File: config.mk
export PLATFORM = sky130hd
export DESIGN_NAME = scr_stack_ctrl
export DESIGN_NICKNAME = d
export VERILOG_FILES = /design/src/rtl/scr_stack_ctrl.sv
export SDC_FILE = /design/constraint.sdc
export NUM_CORES = 1
export LEC_CHECK = 0
export ABC_AREA = 1
export BUFFER_PORTS_ARGS = -buffer_cell sky130_fd_sc_hd__buf_2
export CORE_UTILIZATION = 30
export CTS_CLUSTER_SIZE = 30
export DETAILED_ROUTE_END_ITERATION = 16
export GPL_ROUTABILITY_DRIVEN = 0
export PLACE_DENSITY = 0.66
export SLEW_MARGIN = 40
export SYNTH_ARGS = -nofsm -noshare
export SYNTH_HDL_FRONTEND = slang
export SYNTH_SLANG_ARGS = --single-unit
File: constraint.sdc
create_clock -name CLK -period 2.1 [get_ports CLK]
set_input_delay 0.525 -clock CLK [delete_from_list [all_inputs] [get_ports CLK]]
set_output_delay 0.525 -clock CLK [all_outputs]
set_load 0.05 [all_outputs]
File: src/rtl/scr_stack_ctrl.sv
// -----------------------------------------------------------------------------
// scr_stack_ctrl
//
// Stack controller acting as the initiator for the 256x10 scratch RAM. It owns
// the stack pointer and turns push/pop requests from the control unit into
// scratch-RAM address, write-enable and write-data, and captures popped words
// from the RAM's asynchronous read port. The stack grows downward: a push
// writes at SP-1, a pop reads at SP. All SP arithmetic wraps modulo 2^ADDR_W.
//
// Build option:
//   SCR_STACK_GUARD_EN  when defined, an occupancy counter drives FULL/EMPTY
//                       and overflowing pushes / underflowing pops are
//                       rejected with ACK+ERR. When undefined, FULL=EMPTY=0,
//                       push/pop always execute and ERR only flags a
//                       simultaneous push+pop.
//
// Ports:
//   CLK           rising-edge clock
//   RST_N         synchronous active-low reset
//   PUSH_REQ      push request (sampled in IDLE)
//   POP_REQ       pop request (sampled in IDLE)
//   PUSH_DATA     word to push, captured when the push is accepted
//   SP_LD         load SP from SP_DIN and clear occupancy (sampled in IDLE)
//   SP_DIN        new SP value
//   SCR_DATA_OUT  scratch RAM read data (combinational from SCR_ADDR)
//   SCR_ADDR      scratch RAM address
//   SCR_WE        scratch RAM write enable
//   SCR_DATA_IN   scratch RAM write data
//   POP_DATA      last popped word, held until the next successful pop
//   SP_OUT        current stack pointer
//   BUSY          high whenever the controller is not idle
//   ACK           one-cycle completion pulse per accepted request
//   ERR           qualifies ACK: request rejected, no RAM/SP effect
//   FULL          occupancy == 2^ADDR_W
//   EMPTY         occupancy == 0
// -----------------------------------------------------------------------------
module scr_stack_ctrl #(
    parameter int DATA_W = 10,
    parameter int ADDR_W = 8
) (
    input  logic              CLK,
    input  logic              RST_N,
    input  logic              PUSH_REQ,
    input  logic              POP_REQ,
    input  logic [DATA_W-1:0] PUSH_DATA,
    input  logic              SP_LD,
    input  logic [ADDR_W-1:0] SP_DIN,
    input  logic [DATA_W-1:0] SCR_DATA_OUT,
    output logic [ADDR_W-1:0] SCR_ADDR,
    output logic              SCR_WE,
    output logic [DATA_W-1:0] SCR_DATA_IN,
    output logic [DATA_W-1:0] POP_DATA,
    output logic [ADDR_W-1:0] SP_OUT,
    output logic              BUSY,
    output logic              ACK,
    output logic              ERR,
    output logic              FULL,
    output logic              EMPTY
);

    typedef enum logic [1:0] {IDLE, PUSH, POP, ACKS} state_t;

    state_t            state, state_d;
    logic [ADDR_W-1:0] sp, sp_d;
    logic [DATA_W-1:0] wdata, wdata_d;
    logic [DATA_W-1:0] pop_q, pop_d;
    logic              err_q, err_d;
    logic              full, empty;

`ifdef SCR_STACK_GUARD_EN
    localparam logic [ADDR_W:0] CNT_FULL = {1'b1, {ADDR_W{1'b0}}};

    logic [ADDR_W:0] cnt, cnt_d;

    always_comb begin
        cnt_d = cnt;
        case (state)
            IDLE:    if (SP_LD) cnt_d = '0;
            PUSH:    cnt_d = cnt + 1'b1;
            POP:     cnt_d = cnt - 1'b1;
            default: cnt_d = cnt;
        endcase
    end

    always_ff @(posedge CLK) begin
        if (!RST_N) cnt <= '0;
        else        cnt <= cnt_d;
    end

    assign full  = (cnt == CNT_FULL);
    assign empty = (cnt == '0);
`else
    // Without the guard the stack wraps freely, so it is never full or empty.
    assign full  = 1'b0;
    assign empty = 1'b0;
`endif

    // Next-state, datapath next values and outputs.
    always_comb begin
        // NOTE: every signal gets a default before the case so no path can
        // leave one unassigned and infer a latch.
        state_d     = state;
        sp_d        = sp;
        wdata_d     = wdata;
        pop_d       = pop_q;
        err_d       = err_q;
        SCR_ADDR    = sp;
        SCR_WE      = 1'b0;
        SCR_DATA_IN = wdata;

        case (state)
            IDLE: begin
                err_d = 1'b0;
                if (SP_LD) begin
                    sp_d = SP_DIN;
                end else if (PUSH_REQ && POP_REQ) begin
                    err_d   = 1'b1;
                    state_d = ACKS;
                end else if (PUSH_REQ) begin
                    if (full) begin
                        err_d   = 1'b1;
                        state_d = ACKS;
                    end else begin
                        wdata_d = PUSH_DATA;
                        state_d = PUSH;
                    end
                end else if (POP_REQ) begin
                    if (empty) err_d = 1'b1;
                    state_d = empty ? ACKS : POP;
                end
            end
            PUSH: begin
                SCR_ADDR = sp - 1'b1;
                // Gated with reset so a reset landing mid-push never writes.
                SCR_WE   = RST_N;
                sp_d     = sp - 1'b1;
                state_d  = ACKS;
            end
            POP: begin
                pop_d   = SCR_DATA_OUT;
                sp_d    = sp + 1'b1;
                state_d = ACKS;
            end
            ACKS: begin
                state_d = IDLE;
            end
            default: begin
                state_d = IDLE;
            end
        endcase
    end

    always_ff @(posedge CLK) begin
        // NOTE: state registers use non-blocking assignments so every
        // register samples its next value from before the clock edge.
        if (!RST_N) begin
            state <= IDLE;
            sp    <= '0;
            wdata <= '0;
            pop_q <= '0;
            err_q <= 1'b0;
        end else begin
            state <= state_d;
            sp    <= sp_d;
            wdata <= wdata_d;
            pop_q <= pop_d;
            err_q <= err_d;
        end
    end

    assign POP_DATA = pop_q;
    assign SP_OUT   = sp;
    assign BUSY     = (state != IDLE);
    assign ACK      = (state == ACKS);
    assign ERR      = (state == ACKS) && err_q;
    assign FULL     = full;
    assign EMPTY    = empty;

endmodule
# Word level (Yosys, flattened, before mapping)
# Index checks and enable logic that the tools add are counted.
[op_classes]
n_reduce_logical = 9
n_eq_ne = 6
n_bitwise = 2
add_sub_neg = 2
mux = 11
[op_table]
columns = ["op", "count"]
rows = [
  ["case mux 8 bit (3 select lines)", 1],
  ["two-way mux 8 bit", 2],
  ["adder 8 x 1 -> 8 bit (second input constant)", 1],
  ["two-way mux 2 bit", 4],
  ["subtractor 8 x 1 -> 8 bit (second input constant)", 1],
  ["case mux 2 bit (3 select lines)", 1],
  ["equality test 2 bit (second input constant)", 2],
  ["inequality test 2 bit (second input constant)", 2],
  ["inequality test 4 bit (second input constant)", 1],
  ["AND reduction 2 bit", 2],
  ["AND reduction 4 bit", 1],
  ["two-way mux 1 bit", 3],
  ["nonzero test 3 bit", 1],
  ["equality test 2 x 1 -> 1 bit (second input constant)", 1],
  ["logical AND 1 bit", 2],
  ["logical NOT 2 bit", 1],
  ["NOT 1 bit", 2],
  ["nonzero test 2 bit", 1],
  ["OR reduction 2 bit", 1],
]
[totals]
ff_bits = 31
out_inout_bits = 42
inputBits = 33

# Longest topological paths before layout
[depth]
depth_word = 5
depth_mapped = 10

# Least setup slack after synthesis
# No wires, ideal clock.
[synth_timing]
path_type = "flip-flop to output port"
start = "register sp[5], in the netlist SP_OUT[5]"
end = "output SCR_ADDR[5]"
arrival_time_ns = 2.043
t_required_ns = 1.575
setup_slack_ns = -0.468
stages_incl_launch_ff = 4
cell_sequence = "dfxtp_1 -> buf_2 -> inv_1 -> o21ai_0"
[synth_via]
elab_chain_len = 2
[synth_lines]
columns = ["element", "line", "text"]
rows = [
  ["from (decl)", "64", "logic [ADDR_W-1:0] sp, sp_d;"],
  ["from (signal assigned)", "164", "sp <= sp_d;"],
  ["subtractor 8 x 1 -> 8 bit", "133", "SCR_ADDR = sp - 1'b1;"],
  ["two-way mux 8 bit *", "111", "case (state)"],
  ["to (decl)", "49", "output logic [ADDR_W-1:0] SCR_ADDR,"],
]
# Every way passes the cells marked *; elsewhere a longest branch is shown, timed or not.

# Worst setup path in the final report
[layout_timing]
start = "register sp[1], in the netlist SP_OUT[1]"
end = "output SCR_ADDR[2]"
[layout_via]
elab_chain_len = 2
[layout_lines]
columns = ["element", "line"]
rows = [
  ["subtractor 8 x 1 -> 8 bit", "133"],
  ["two-way mux 8 bit", "111"],
]
# Every way passes these cells.

==> results.yml <==
outcome:
  status: "completed"
timing:
  tightest_slew_ns: 0.513
  final_hold_viol_count: 0
  finalCritPeriodShare: 0.967
  clock_skew_ns: 0.00613
  finalSetupViolCount: 0
  finalCriticalPeriod_ns: 2.03
  relSlewSlack: 0.658
  tns_ns: 0
  max_freq_mhz: 492
  drv_slew: 0
detailed_routing:
  routed-via-count: 1883
  vias_per_cell: 4.62
  firstDrtPassIters: 4
  post-route-drc-count: 0
  ant_nets: 0
  routed_wl_mm: 4.64
  drtIter0Drc: 77
  wl_per_cell_um: 11.4
clock_network:
  cts_sinks: 31
  postCtsHoldBufs: 0
  cts_tree: "done"
  path_clk_slew_ns: 0.07
  clockBufferDepth: 2
  clk_latency_ns: 0.29
  cts_made_buffers: 5
  cts_root_buffer: "clkbuf_8"
  h-tree-depth: 2
synth:
  async_flop_share: 0
  synth_most_common_cell: "nor2_1"
  ys_ff_latch: 31
  synthTopCellsByCount: "nor2_1 (63), o21ai_0 (41), nand2_1 (34)"
  synth-adder-area-share: 0.0578
  syn_inst: 261
  yosys-top-cells-area: "dfxtp_1 (36%), nor2_1 (14%), o21ai_0 (12%)"
  synth_xor_area_frac: 0.00505
  synth_edf_count: 0
  synth_top_area_frac: 0.358
  yosysWarnings: 0
  synth_top_family_by_area: "simple AND/OR/NAND/NOR gates"
  yosys.area_share.simple: 0.300
  synth-main-ff-cell: "dfxtp_1"
  synth_mux_area_frac: 0
  synth_compound_area_frac: 0.178
  yosys.area.top_type: "dfxtp_1"
  syn-mean-instance-area_sq_um: 6.64
  yosysSeqAreaShare: 0.358
  syn_area_sq_um: 1730
  synth_cell_types: 26
worst_setup_path:
  startpoint: "SP_OUT[1]"
  critPathLaunchType: "flip-flop"
  r2r_end: "SP_OUT[2]"
  endpoint_kind: "output pin"
  reg2reg_from: "state[0]"
  path_class: "reg2out"
  cp.arrival_ns: 1.51
  r2r_slack_ns: 0.24
  reg2reg_depth: 8
  path_max_fanout: 5
  cp.required_ns: 1.57
final_layout:
  nNetsFinal: 376
  multi_input_area_sq_um: 1000
  area.growth.synth_to_final_pct: 38.6
  drive_gt1_frac: 0.336
  utilization: 0.434
  n_fill_cell: 619
  seqCellArea_sq_um: 632
  num_antenna_cells: 0
global_routing:
  grt_pass1_vias: 1734
  gr-total-overflow: 0
  grt_usage: 0.159
  antenna_found_initial: 0
  grt_pass1_wl_mm: 7.64
  grt_max_degree: 25
floorplanning:
  dieArea_sq_um: 6080
  io_pins: 75
  core_sq_um: 5540
  die_w_um: 78
  row_count: 27
  initial_utilization: 0.313
  die_h_um: 78
placement:
  post-dp-hpwl_mm: 3.45
  io_buffers: 72
min_path:
  holdPathEnd: "POP_DATA[8]"
  hold_path_class: "in2reg"
  holdPathStages: 3
  hold_path.startpoint: "SCR_DATA_OUT[8]"
flow_run:
  max-cap-violations: 0
logic make-up (layout without fill, tap and decap cells):
group,count (synthesis),in the layout
buffers and inverters,38,112
XOR/XNOR,1,1
AO/OA/AOI/OAI,58,58
AND/OR/NAND/NOR,124,124
adder cells (fa/ha/maj),8,8
flip-flops,31,31
other,1,2
area by class of cell:
type	count	share of cell area
flip-flops and latches	31	0.263
repair buffers	79	0.188
clock inverters	2	0.0250
clock buffers	6	0.0302
inverters	25	0.0391
well taps	72	0.0375
multi-input cells	193	0.418
layer usage:
layer,GRT usage,vias to the layer above,part of all wire
li1,-,986,-
met1,0.183,837,0.45
met2,0.270,58,0.47
met3,0.0647,2,0.078
met4,0.0463,0,0.0026
met5,0,-,0
worst max-delay path: stages (launching register included):
cell	delay, ns
dfxtp_4	0.39
inv_2	0.07
ha_4	0.17
or2_2	0.28
nand3_2	0.07
o21ai_1	0.08
buf_6	0.16
registers in the layout, indices dropped and copies added, names as in the netlist:
name,flops
SCR_DATA_IN,10
err_q,1
state,2
SP_OUT,8
POP_DATA,10
repair_timing:
item / 4_1_cts / 5_1_grt
buffers inserted: 0 / 1
resized for setup: 14 / 15
pin swaps: 1 / 0
setup endpoints to repair: 7 / 9
worst max path at each step:
| stage | endpoint | slack, ns | depth (start not counted) |
|---|---|---|---|
| after floorplan | SCR_ADDR[5] | -0.09 | 3 |
| after global placement | SCR_ADDR[4] | 0.22 | 7 |
| after detailed placement | SCR_ADDR[4] | 0.18 | 7 |
| after CTS | SCR_ADDR[2] | 0.004 | 6 |
| after global routing | SCR_ADDR[3] | -0.006 | 7 |
| final | SCR_ADDR[2] | 0.07 | 6 |
layout by cell type (no fill, tap or decap), types with 6 or more instances in the layout:
cell type | synthesis | routed
buf_2 | 2 | 63
nor2_1 | 63 | 62
nand2_1 | 34 | 34
o21ai_0 | 41 | 33
dfxtp_1 | 31 | 26
inv_1 | 21 | 19
nand3_1 | 19 | 18
a21oi_1 | 13 | 13
buf_4 | 3 | 8
o21ai_2 | 0 | 7
ha_1 | 8 | 6
metrics by stage:
| step | std cells | instance area, sq um | hold WS, ns | setup WS (ns) |
|---|---|---|---|---|
| global placement | 399 | 2180 | 0.458 | 0.219 |
| global route | 408 | 2400 | 0.459 | -0.00620 |
| detailed placement | 399 | 2180 | 0.469 | 0.184 |
| CTS | 407 | 2340 | 0.459 | 0.00406 |
| floorplan | 262 | 1760 | 0.446 | -0.0871 |
| finish | 408 | 2400 | 0.466 | 0.0692 |
Power is left out: the tool's default activity adds up to more than one toggle a clock period on the data nets, which glitch-free logic cannot reach.
